## config.mk

```make
export PLATFORM = sky130hd
export DESIGN_NAME = multicycle_datapath_flat
export DESIGN_NICKNAME = d
export VERILOG_FILES = /design/src/rtl/multicycle_datapath_if.sv /design/src/rtl/multicycle_datapath.sv /design/src/flat_wrapper.sv
export SDC_FILE = /design/constraint.sdc
export NUM_CORES = 2
export LEC_CHECK = 0
export CAP_MARGIN = 10
export CORE_MARGIN = 2
export CORE_UTILIZATION = 56
export DETAILED_ROUTE_END_ITERATION = 12
export GPL_TIMING_DRIVEN = 0
export PLACE_DENSITY_LB_ADDON = 0.15
export SLEW_MARGIN = 20
export SYNTH_ARGS = -nofsm -noshare
export SYNTH_HDL_FRONTEND = slang
export SYNTH_SLANG_ARGS = --single-unit
```

## constraint.sdc

```tcl
create_clock -name clk -period 42.6 [get_ports clk]
set_input_delay 10.65 -clock clk [delete_from_list [all_inputs] [get_ports clk]]
set_output_delay 10.65 -clock clk [all_outputs]
set_load 0.02 [all_outputs]
```

## src/rtl/multicycle_datapath_if.sv

```systemverilog
// multicycle_datapath_if
//   Instruction and data memory buses of the multi-cycle datapath. Both sides
//   use a level req / single-cycle ack handshake; a request stays asserted with
//   stable address/data until the cycle in which ack is seen.
//   imem: imem_req, imem_addr (core -> mem), imem_ack, imem_rdata (mem -> core)
//   dmem: dmem_req, dmem_we, dmem_addr, dmem_wdata (core -> mem),
//         dmem_ack, dmem_rdata (mem -> core)
//   Modports: master = core side, slave = memory / peripheral side.
interface multicycle_datapath_if #(
  parameter int XLEN = 32
);
  logic            imem_req;
  logic [XLEN-1:0] imem_addr;
  logic            imem_ack;
  logic [31:0]     imem_rdata;
  logic            dmem_req;
  logic [1:0]      dmem_we;
  logic [XLEN-1:0] dmem_addr;
  logic [XLEN-1:0] dmem_wdata;
  logic            dmem_ack;
  logic [XLEN-1:0] dmem_rdata;

  modport master (
    output imem_req, imem_addr, dmem_req, dmem_we, dmem_addr, dmem_wdata,
    input  imem_ack, imem_rdata, dmem_ack, dmem_rdata
  );

  modport slave (
    input  imem_req, imem_addr, dmem_req, dmem_we, dmem_addr, dmem_wdata,
    output imem_ack, imem_rdata, dmem_ack, dmem_rdata
  );
endinterface

```

## src/rtl/multicycle_datapath.sv

```systemverilog
// multicycle_datapath
//   Multi-cycle RV32-style datapath sequenced FETCH -> DECODE -> EXEC ->
//   [MEM] -> WB. Decoded control comes from an external controller; memories
//   sit behind the req/ack buses in multicycle_datapath_if.
//   Ports: clk, reset (async, active high); controller inputs PCSrc, RegWrite,
//   ResultSrc, RF_WD_SRC, MemWrite, ALUSrc, ImmSrc, ALUControl;
//   Debug_Source_select / Debug_out debug register read; bus (master modport);
//   Zero, PC, Instr, RF_OUT1, RF_OUT2, retire, bus_err status outputs.
//   Optional: define MULTICYCLE_DATAPATH_BUS_TIMEOUT_EN to bound bus waits to
//   TIMEOUT_CYCLES; a timeout sets sticky bus_err and parks the FSM in HALT.
//
//   state    | meaning
//   S_FETCH  | imem request pending, Instr loaded on ack
//   S_DECODE | register operands and immediate latched
//   S_EXEC   | ALU result and Zero latched
//   S_MEM    | dmem request pending, MDR loaded on ack
//   S_WB     | register write, PC update, retire pulse
//   S_HALT   | bus timeout, frozen until reset (optional)
module multicycle_datapath #(
  parameter int              XLEN           = 32,
  parameter logic [XLEN-1:0] RESET_PC       = '0,
  parameter int              TIMEOUT_CYCLES = 16
) (
  input  logic                 clk,
  input  logic                 reset,
  input  logic                 PCSrc,
  input  logic                 RegWrite,
  input  logic                 ResultSrc,
  input  logic                 RF_WD_SRC,
  input  logic [1:0]           MemWrite,
  input  logic [1:0]           ALUSrc,
  input  logic [2:0]           ImmSrc,
  input  logic [3:0]           ALUControl,
  input  logic [4:0]           Debug_Source_select,
  multicycle_datapath_if.master bus,
  output logic                 Zero,
  output logic [XLEN-1:0]      PC,
  output logic [31:0]          Instr,
  output logic [XLEN-1:0]      RF_OUT1,
  output logic [XLEN-1:0]      RF_OUT2,
  output logic [XLEN-1:0]      Debug_out,
  output logic                 retire,
  output logic                 bus_err
);
  localparam int SHW = $clog2(XLEN);

  typedef enum logic [2:0] {
    S_FETCH, S_DECODE, S_EXEC, S_MEM, S_WB
`ifdef MULTICYCLE_DATAPATH_BUS_TIMEOUT_EN
    , S_HALT
`endif
  } state_t;

  state_t          state, state_n;
  logic [XLEN-1:0] a_q, b_q, imm_q, alu_q, mdr_q;
  logic [1:0]      we_q;
  logic [XLEN-1:0] rf [32];
  logic [31:0]     imm32;
  logic [XLEN-1:0] imm, src_a, src_b, alu_y, result, pc_plus4, wd;
  logic [4:0]      rs1, rs2, rd;
  logic            rf_we;
  logic            unused_opcode;

`ifdef MULTICYCLE_DATAPATH_BUS_TIMEOUT_EN
  localparam int TW = $clog2(TIMEOUT_CYCLES + 1);
  logic [TW-1:0] wait_cnt;
  logic          wait_tc;
  assign wait_tc = (wait_cnt == '0);
`endif

  assign rs1 = Instr[19:15];
  assign rs2 = Instr[24:20];
  assign rd  = Instr[11:7];
  // opcode bits are decoded by the external controller only
  assign unused_opcode = ^Instr[6:0];

  // Extender: 0 I, 1 S, 2 B, 3 U, 4 J
  always_comb begin
    imm32 = {{20{Instr[31]}}, Instr[31:20]};
    case (ImmSrc)
      3'd1: imm32 = {{20{Instr[31]}}, Instr[31:25], Instr[11:7]};
      3'd2: imm32 = {{20{Instr[31]}}, Instr[7], Instr[30:25], Instr[11:8], 1'b0};
      3'd3: imm32 = {Instr[31:12], 12'b0};
      3'd4: imm32 = {{12{Instr[31]}}, Instr[19:12], Instr[20], Instr[30:21], 1'b0};
      default: ;
    endcase
  end
  assign imm = XLEN'($signed(imm32));

  assign src_a = ALUSrc[0] ? PC : a_q;
  assign src_b = ALUSrc[1] ? imm_q : b_q;

  always_comb begin
    case (ALUControl)
      4'h1:    alu_y = src_a - src_b;
      4'h2:    alu_y = src_a & src_b;
      4'h3:    alu_y = src_a | src_b;
      4'h4:    alu_y = src_a ^ src_b;
      4'h5:    alu_y = src_a << src_b[SHW-1:0];
      4'h6:    alu_y = src_a >> src_b[SHW-1:0];
      4'h7:    alu_y = XLEN'($signed(src_a) >>> src_b[SHW-1:0]);
      4'h8:    alu_y = XLEN'($signed(src_a) < $signed(src_b));
      4'h9:    alu_y = XLEN'(src_a < src_b);
      default: alu_y = src_a + src_b;
    endcase
  end

  assign result   = ResultSrc ? mdr_q : alu_q;
  assign pc_plus4 = PC + XLEN'(4);
  assign wd       = RF_WD_SRC ? pc_plus4 : result;
  assign rf_we    = (state == S_WB) && RegWrite && (rd != 5'd0);

  always_ff @(posedge clk or posedge reset) begin
    if (reset) state <= S_FETCH;
    else       state <= state_n;
  end

  always_comb begin
    state_n = state;
    case (state)
      S_FETCH: begin
        if (bus.imem_ack) state_n = S_DECODE;
`ifdef MULTICYCLE_DATAPATH_BUS_TIMEOUT_EN
        else if (wait_tc) state_n = S_HALT;
`endif
      end
      S_DECODE: state_n = S_EXEC;
      S_EXEC:   state_n = (MemWrite != 2'b00 || ResultSrc) ? S_MEM : S_WB;
      S_MEM: begin
        if (bus.dmem_ack) state_n = S_WB;
`ifdef MULTICYCLE_DATAPATH_BUS_TIMEOUT_EN
        else if (wait_tc) state_n = S_HALT;
`endif
      end
      S_WB:     state_n = S_FETCH;
`ifdef MULTICYCLE_DATAPATH_BUS_TIMEOUT_EN
      S_HALT:   state_n = S_HALT;
`endif
      default:  state_n = S_FETCH;
    endcase
  end

  always_ff @(posedge clk or posedge reset) begin
    if (reset) begin
      PC    <= RESET_PC;
      Instr <= 32'h0000_0013;
      a_q   <= '0;
      b_q   <= '0;
      imm_q <= '0;
      alu_q <= '0;
      mdr_q <= '0;
      we_q  <= 2'b00;
      Zero  <= 1'b0;
    end else begin
      case (state)
        S_FETCH:  if (bus.imem_ack) Instr <= bus.imem_rdata;
        S_DECODE: begin
          a_q   <= rf[rs1];
          b_q   <= rf[rs2];
          imm_q <= imm;
        end
        S_EXEC: begin
          alu_q <= alu_y;
          Zero  <= (alu_y == '0);
          we_q  <= MemWrite;
        end
        S_MEM:    if (bus.dmem_ack) mdr_q <= bus.dmem_rdata;
        S_WB:     PC <= PCSrc ? result : pc_plus4;
        default:  ;
      endcase
    end
  end

  always_ff @(posedge clk or posedge reset) begin
    if (reset) begin
      for (int i = 0; i < 32; i++) rf[i] <= '0;
    end else if (rf_we) begin
      rf[rd] <= wd;
    end
  end

  assign RF_OUT1   = rf[rs1];
  assign RF_OUT2   = rf[rs2];
  assign Debug_out = rf[Debug_Source_select];

  // state sits in S_FETCH during reset, so the fetch request needs explicit gating
  assign bus.imem_req   = (state == S_FETCH) && !reset;
  assign bus.imem_addr  = PC;
  assign bus.dmem_req   = (state == S_MEM);
  assign bus.dmem_we    = we_q;
  assign bus.dmem_addr  = alu_q;
  assign bus.dmem_wdata = b_q;
  assign retire         = (state == S_WB);

`ifdef MULTICYCLE_DATAPATH_BUS_TIMEOUT_EN
  // down-counter reloaded on every entry into a waiting state
  always_ff @(posedge clk or posedge reset) begin
    if (reset) begin
      wait_cnt <= TW'(TIMEOUT_CYCLES - 1);
      bus_err  <= 1'b0;
    end else begin
      if ((state_n == S_FETCH || state_n == S_MEM) && state_n != state)
        wait_cnt <= TW'(TIMEOUT_CYCLES - 1);
      else if (!wait_tc)
        wait_cnt <= wait_cnt - TW'(1);
      if (state_n == S_HALT && state != S_HALT)
        bus_err <= 1'b1;
    end
  end
`else
  localparam int unused_timeout = TIMEOUT_CYCLES;
  assign bus_err = 1'b0;
`endif
endmodule

```

## src/flat_wrapper.sv

```systemverilog
// flat-port wrapper written by rule: the top's interface ports become plain ports
module multicycle_datapath_flat 
#(
  parameter int              XLEN           = 32,
  parameter logic [XLEN-1:0] RESET_PC       = '0,
  parameter int              TIMEOUT_CYCLES = 16
)
  (clk, reset, PCSrc, RegWrite, ResultSrc, RF_WD_SRC, MemWrite, ALUSrc, ImmSrc, ALUControl, Debug_Source_select, Zero, PC, Instr, RF_OUT1, RF_OUT2, Debug_out, retire, bus_err, bus_imem_req, bus_imem_addr, bus_dmem_req, bus_dmem_we, bus_dmem_addr, bus_dmem_wdata, bus_imem_ack, bus_imem_rdata, bus_dmem_ack, bus_dmem_rdata);
  multicycle_datapath_if #(.XLEN(XLEN)) bus_i ();
  input  logic clk;
  input  logic reset;
  input  logic PCSrc;
  input  logic RegWrite;
  input  logic ResultSrc;
  input  logic RF_WD_SRC;
  input  logic [1:0] MemWrite;
  input  logic [1:0] ALUSrc;
  input  logic [2:0] ImmSrc;
  input  logic [3:0] ALUControl;
  input  logic [4:0] Debug_Source_select;
  output logic Zero;
  output logic [XLEN-1:0] PC;
  output logic [31:0] Instr;
  output logic [XLEN-1:0] RF_OUT1;
  output logic [XLEN-1:0] RF_OUT2;
  output logic [XLEN-1:0] Debug_out;
  output logic retire;
  output logic bus_err;
  output wire logic [$bits(bus_i.imem_req)-1:0] bus_imem_req;
  output wire logic [$bits(bus_i.imem_addr)-1:0] bus_imem_addr;
  output wire logic [$bits(bus_i.dmem_req)-1:0] bus_dmem_req;
  output wire logic [$bits(bus_i.dmem_we)-1:0] bus_dmem_we;
  output wire logic [$bits(bus_i.dmem_addr)-1:0] bus_dmem_addr;
  output wire logic [$bits(bus_i.dmem_wdata)-1:0] bus_dmem_wdata;
  input wire logic [$bits(bus_i.imem_ack)-1:0] bus_imem_ack;
  input wire logic [$bits(bus_i.imem_rdata)-1:0] bus_imem_rdata;
  input wire logic [$bits(bus_i.dmem_ack)-1:0] bus_dmem_ack;
  input wire logic [$bits(bus_i.dmem_rdata)-1:0] bus_dmem_rdata;
  assign bus_imem_req = bus_i.imem_req;
  assign bus_imem_addr = bus_i.imem_addr;
  assign bus_dmem_req = bus_i.dmem_req;
  assign bus_dmem_we = bus_i.dmem_we;
  assign bus_dmem_addr = bus_i.dmem_addr;
  assign bus_dmem_wdata = bus_i.dmem_wdata;
  assign bus_i.imem_ack = bus_imem_ack;
  assign bus_i.imem_rdata = bus_imem_rdata;
  assign bus_i.dmem_ack = bus_dmem_ack;
  assign bus_i.dmem_rdata = bus_dmem_rdata;
  multicycle_datapath #(.XLEN(XLEN), .RESET_PC(RESET_PC), .TIMEOUT_CYCLES(TIMEOUT_CYCLES)) u_core (.clk(clk), .reset(reset), .PCSrc(PCSrc), .RegWrite(RegWrite), .ResultSrc(ResultSrc), .RF_WD_SRC(RF_WD_SRC), .MemWrite(MemWrite), .ALUSrc(ALUSrc), .ImmSrc(ImmSrc), .ALUControl(ALUControl), .Debug_Source_select(Debug_Source_select), .bus(bus_i), .Zero(Zero), .PC(PC), .Instr(Instr), .RF_OUT1(RF_OUT1), .RF_OUT2(RF_OUT2), .Debug_out(Debug_out), .retire(retire), .bus_err(bus_err));
endmodule
```

==> impl_metrics.env <==
export IMPL_critical_path_startpoint_type="input pin"
export IMPL_buffer_ports_inserted=338
export IMPL_initial_antenna_violation_count=35
export IMPL_synth_cells=7213
export IMPL_first_pass_grt_wire_length_um=527000
export IMPL_run_status="finished clean"
export IMPL_clock_skew_ns=0.0444
export IMPL_req_time_crit_path_ns=31.95
export IMPL_yosys_top_cells_area="dfrtp_1, mux4_2, o21ai_0"
export IMPL_syn_nets=7401
export IMPL_finalHoldViolations=0
export IMPL_detail_route_wl_per_cell_um=38.6
export IMPL_intPower_uw=3050
export IMPL_holdCritPathClass="flop to flop"
export IMPL_power_per_cell_area_mw_per_mm2=61.6
export IMPL_slowest_stage="clkbuf_1"
export IMPL_die_width_um=381
export IMPL_place_area_mm2=0.0868
export IMPL_max_cap_violations=0
export IMPL_layout_common_cells="nand2_1, dfrtp_1, o21ai_0"
export IMPL_ctsRootBufferMaster="clkbuf_16"
export IMPL_initial_utilization=0.563
export IMPL_path_cells="clkbuf_1 -> buf_1 -> clkbuf_1 -> buf_1 -> mux4_2 -> mux4_2 -> mux2_2 -> clkdlybuf4s50_1"
export IMPL_core_area_mm2=0.141
export IMPL_timing_final_setup_violations=0
export IMPL_synth_enable_flop_cells=0
export IMPL_floorplan_die_height_um=381
export IMPL_yosysTopAreaCellShare=0.393
export IMPL_cp_buffers_inverters=5
export IMPL_globalRouteTotalUtil=0.520
export IMPL_hold_buffers=0
export IMPL_drcViolationCount=0
export IMPL_grt_pass1_vias=69900
export IMPL_num_fill_cells=11000
export IMPL_synth_seq_area_share=0.394
export IMPL_leakagePower_uw=0.0377
export IMPL_dp_hpwl_um=298000
export IMPL_critPathArrivalTime_ns=15.49
export IMPL_layout_area_seq_mm2=0.0314
export IMPL_ir_drop_mv=0.0464
export IMPL_worst_skew_pair_late_latency_ns=0.85
export IMPL_synth_ff_type="dfrtp_1"
export IMPL_cts_tree="done"
export IMPL_yosys_area_top_type="dfrtp_1"
export IMPL_finalSetupTns_ns=0
export IMPL_final_critical_path_time_including_i_o_delays_and_setup_ns=26.14
export IMPL_routed_via_count=72000
export IMPL_flow_area_growth_from_synthesis_pct=15.4
export IMPL_max_slew_margin_rel=0.0505
export IMPL_synth_async_reset_ratio=1.00
export IMPL_cts_inserted_buffers=142
export IMPL_grt_setup_unrepaired="no"
export IMPL_cts_clk_slew_worst_paths_ns=0.05
export IMPL_cts_repair_resized_insts=0
export IMPL_synth_cell_types=90
export IMPL_synth_area_per_cell_um2=11.0
export IMPL_power_frac_seq=0.283
export IMPL_worst_setup_path_end_kind="output pin"
export IMPL_switchingPower_uw=2610
export IMPL_crit_family="buffers and inverters"
export IMPL_finalCritPeriodShare=0.614
export IMPL_route_final_wire_length_um=378000
export IMPL_largest_net_degree_at_the_start_of_global_routing=37
export IMPL_num_io_pins=351
export IMPL_cts_path_max_buffers=3
export IMPL_drt_initial_drc_count=11100
export IMPL_sw_share=0.461
export IMPL_htreeDepth=4
export IMPL_worst_slew_pin_transition_ns=1.42
export IMPL_cp_slowest_stage_delay_ns=0.91
export IMPL_max_freq_ghz=0.0383
export IMPL_number_of_register_bits_inferred_by_synthesis=1254
export IMPL_worst_path_max_fanout=10
export IMPL_routabilityCongestion=1.08
export IMPL_finalNetCount=7955
export IMPL_rows=138
export IMPL_combPwrFrac=0.485
export IMPL_post_cts_repair_setup_buffers=0
export IMPL_critPathKind="input pin to output pin"
export IMPL_drt_first_pass_iters=9
export IMPL_die_outline_area_mm2=0.145
export IMPL_overflow=0
export IMPL_vias_per_cell=7.36
export IMPL_final_common_cell="nand2_1"
export IMPL_clkPwrFrac=0.232
export IMPL_clock_sinks=1254
export IMPL_report_final_slew_viol_count=0
export IMPL_post_synth_instance_area_mm2=0.0796
export IMPL_antenna_violating_nets_remaining=0
export IMPL_synth_yosys_warnings=0
export IMPL_multi_input_area_mm2=0.0449
export IMPL_final_area_mm2=0.0919
export IMPL_layout_drive_gt1_share=0.212
-- power by group through the flow --
| stage | Combinational [uW] | Sequential (uW) | Clock, uW |
|---|---|---|---|
| after floorplan | 1470 | 1550 | 0 |
| after global placement | 2540 | 1590 | 0 |
| after detailed placement | 2600 | 1600 | 0 |
| after CTS | 2610 | 1580 | 1300 |
| after global routing | 2780 | 1600 | 1350 |
| final | 2740 | 1600 | 1310 |
-- cell usage after synthesis, types with 29 or more instances --
| library cell | number |
|---|---|
| ha_1 | 98 |
| nand3_1 | 43 |
| xnor2_1 | 36 |
| nor3_1 | 45 |
| o211ai_1 | 32 |
| a221oi_1 | 30 |
| mux4_2 | 963 |
| buf_4 | 36 |
| o22ai_1 | 34 |
| a22oi_1 | 36 |
| dfrtp_1 | 1251 |
| a21oi_1 | 140 |
| mux2i_1 | 135 |
| nand2_1 | 1469 |
| o21ai_0 | 1188 |
| a31oi_1 | 29 |
| clkbuf_1 | 611 |
| mux2_2 | 202 |
| inv_1 | 100 |
| nor2_1 | 223 |
| buf_1 | 101 |
-- layout make-up --
| class | count | area share |
|---|---|---|
| Multi-Input combinational cell | 5080 | 0.488 |
| Sequential cell | 1254 | 0.342 |
| Timing Repair Buffer | 410 | 0.0505 |
| Clock buffer | 197 | 0.0442 |
| Buffer | 765 | 0.0345 |
| Tap cell | 1890 | 0.0257 |
| Clock inverter | 54 | 0.00962 |
| Inverter | 114 | 0.00473 |
| Antenna cell | 24 | 0.000654 |
-- flip-flops by register name (all words and copies together), names as in the netlist --
name / flops
u_core.PC: 32
u_core.imm_q: 32
u_core.bus.dmem_wdata: 32
u_core.Zero: 1
u_core.bus.dmem_addr: 32
u_core.bus.dmem_we: 2
u_core.mdr_q: 32
u_core.a_q: 32
u_core.rf: 1024
u_core.Instr: 32
u_core.state: 3
-- per-stage QoR --
stage,power (uW),cells,setup slack (ns),util,hold slack (ns)
after floorplan,3020,7213,14.62,-,0.442
after global placement,4130,9441,7.52,0.604,0.460
after detailed placement,4200,9512,16.68,0.615,0.464
after CTS,5490,9763,16.70,0.650,0.478
after global routing,5740,9771,16.63,0.650,0.489
final,5660,9788,16.46,0.650,0.476
-- routing by layer --
layer  vias to the layer above  track usage  wire length, um
li1                      27900            -                -
met1                     36000        0.601           121000
met2                      6370        0.759           162000
met3                      1713        0.226            55200
met4                        24        0.408            39100
met5                         -       0.0175              460
-- final timing paths --
| check | cells past startpoint | start | endpoint | slack [ns] |
|---|---|---|---|---|
| worst max-delay path | 8 | Debug_Source_select[1] | Debug_out[12] | 16.46 |
| worst min-delay path | 2 | u_core.a_q[27] | u_core.a_q[27] | 0.48 |
| worst max register to register | 20 | u_core.bus.dmem_wdata[1] | u_core.Zero | 32.95 |
| worst min register to register | 2 | u_core.a_q[27] | u_core.a_q[27] | 0.48 |
| max in group asynchronous | 10 | reset | u_core.rf[97] | 30.00 |
| min in group asynchronous | 2 | reset | u_core.a_q[11] | 10.35 |
-- cells by family after synthesis --
logic type,Yosys count,share of synthesized area
buffers and inverters,879,0.0441
AND/OR/NAND/NOR,1914,0.0966
flip-flops,1254,0.394
XOR/XNOR,48,0.00528
other,1,0.0000471
adder cells (fa/ha/maj),100,0.0159
AO/OA/AOI/OAI,1695,0.121
multiplexers,1322,0.323
-- worst min-delay path: cells and delay by family (launching register included) --
family           cells  cell delay, ns
and+or+nand+nor      2            0.10
DFF                  1            0.34
Note: power is estimated with default switching activity, not from simulation.
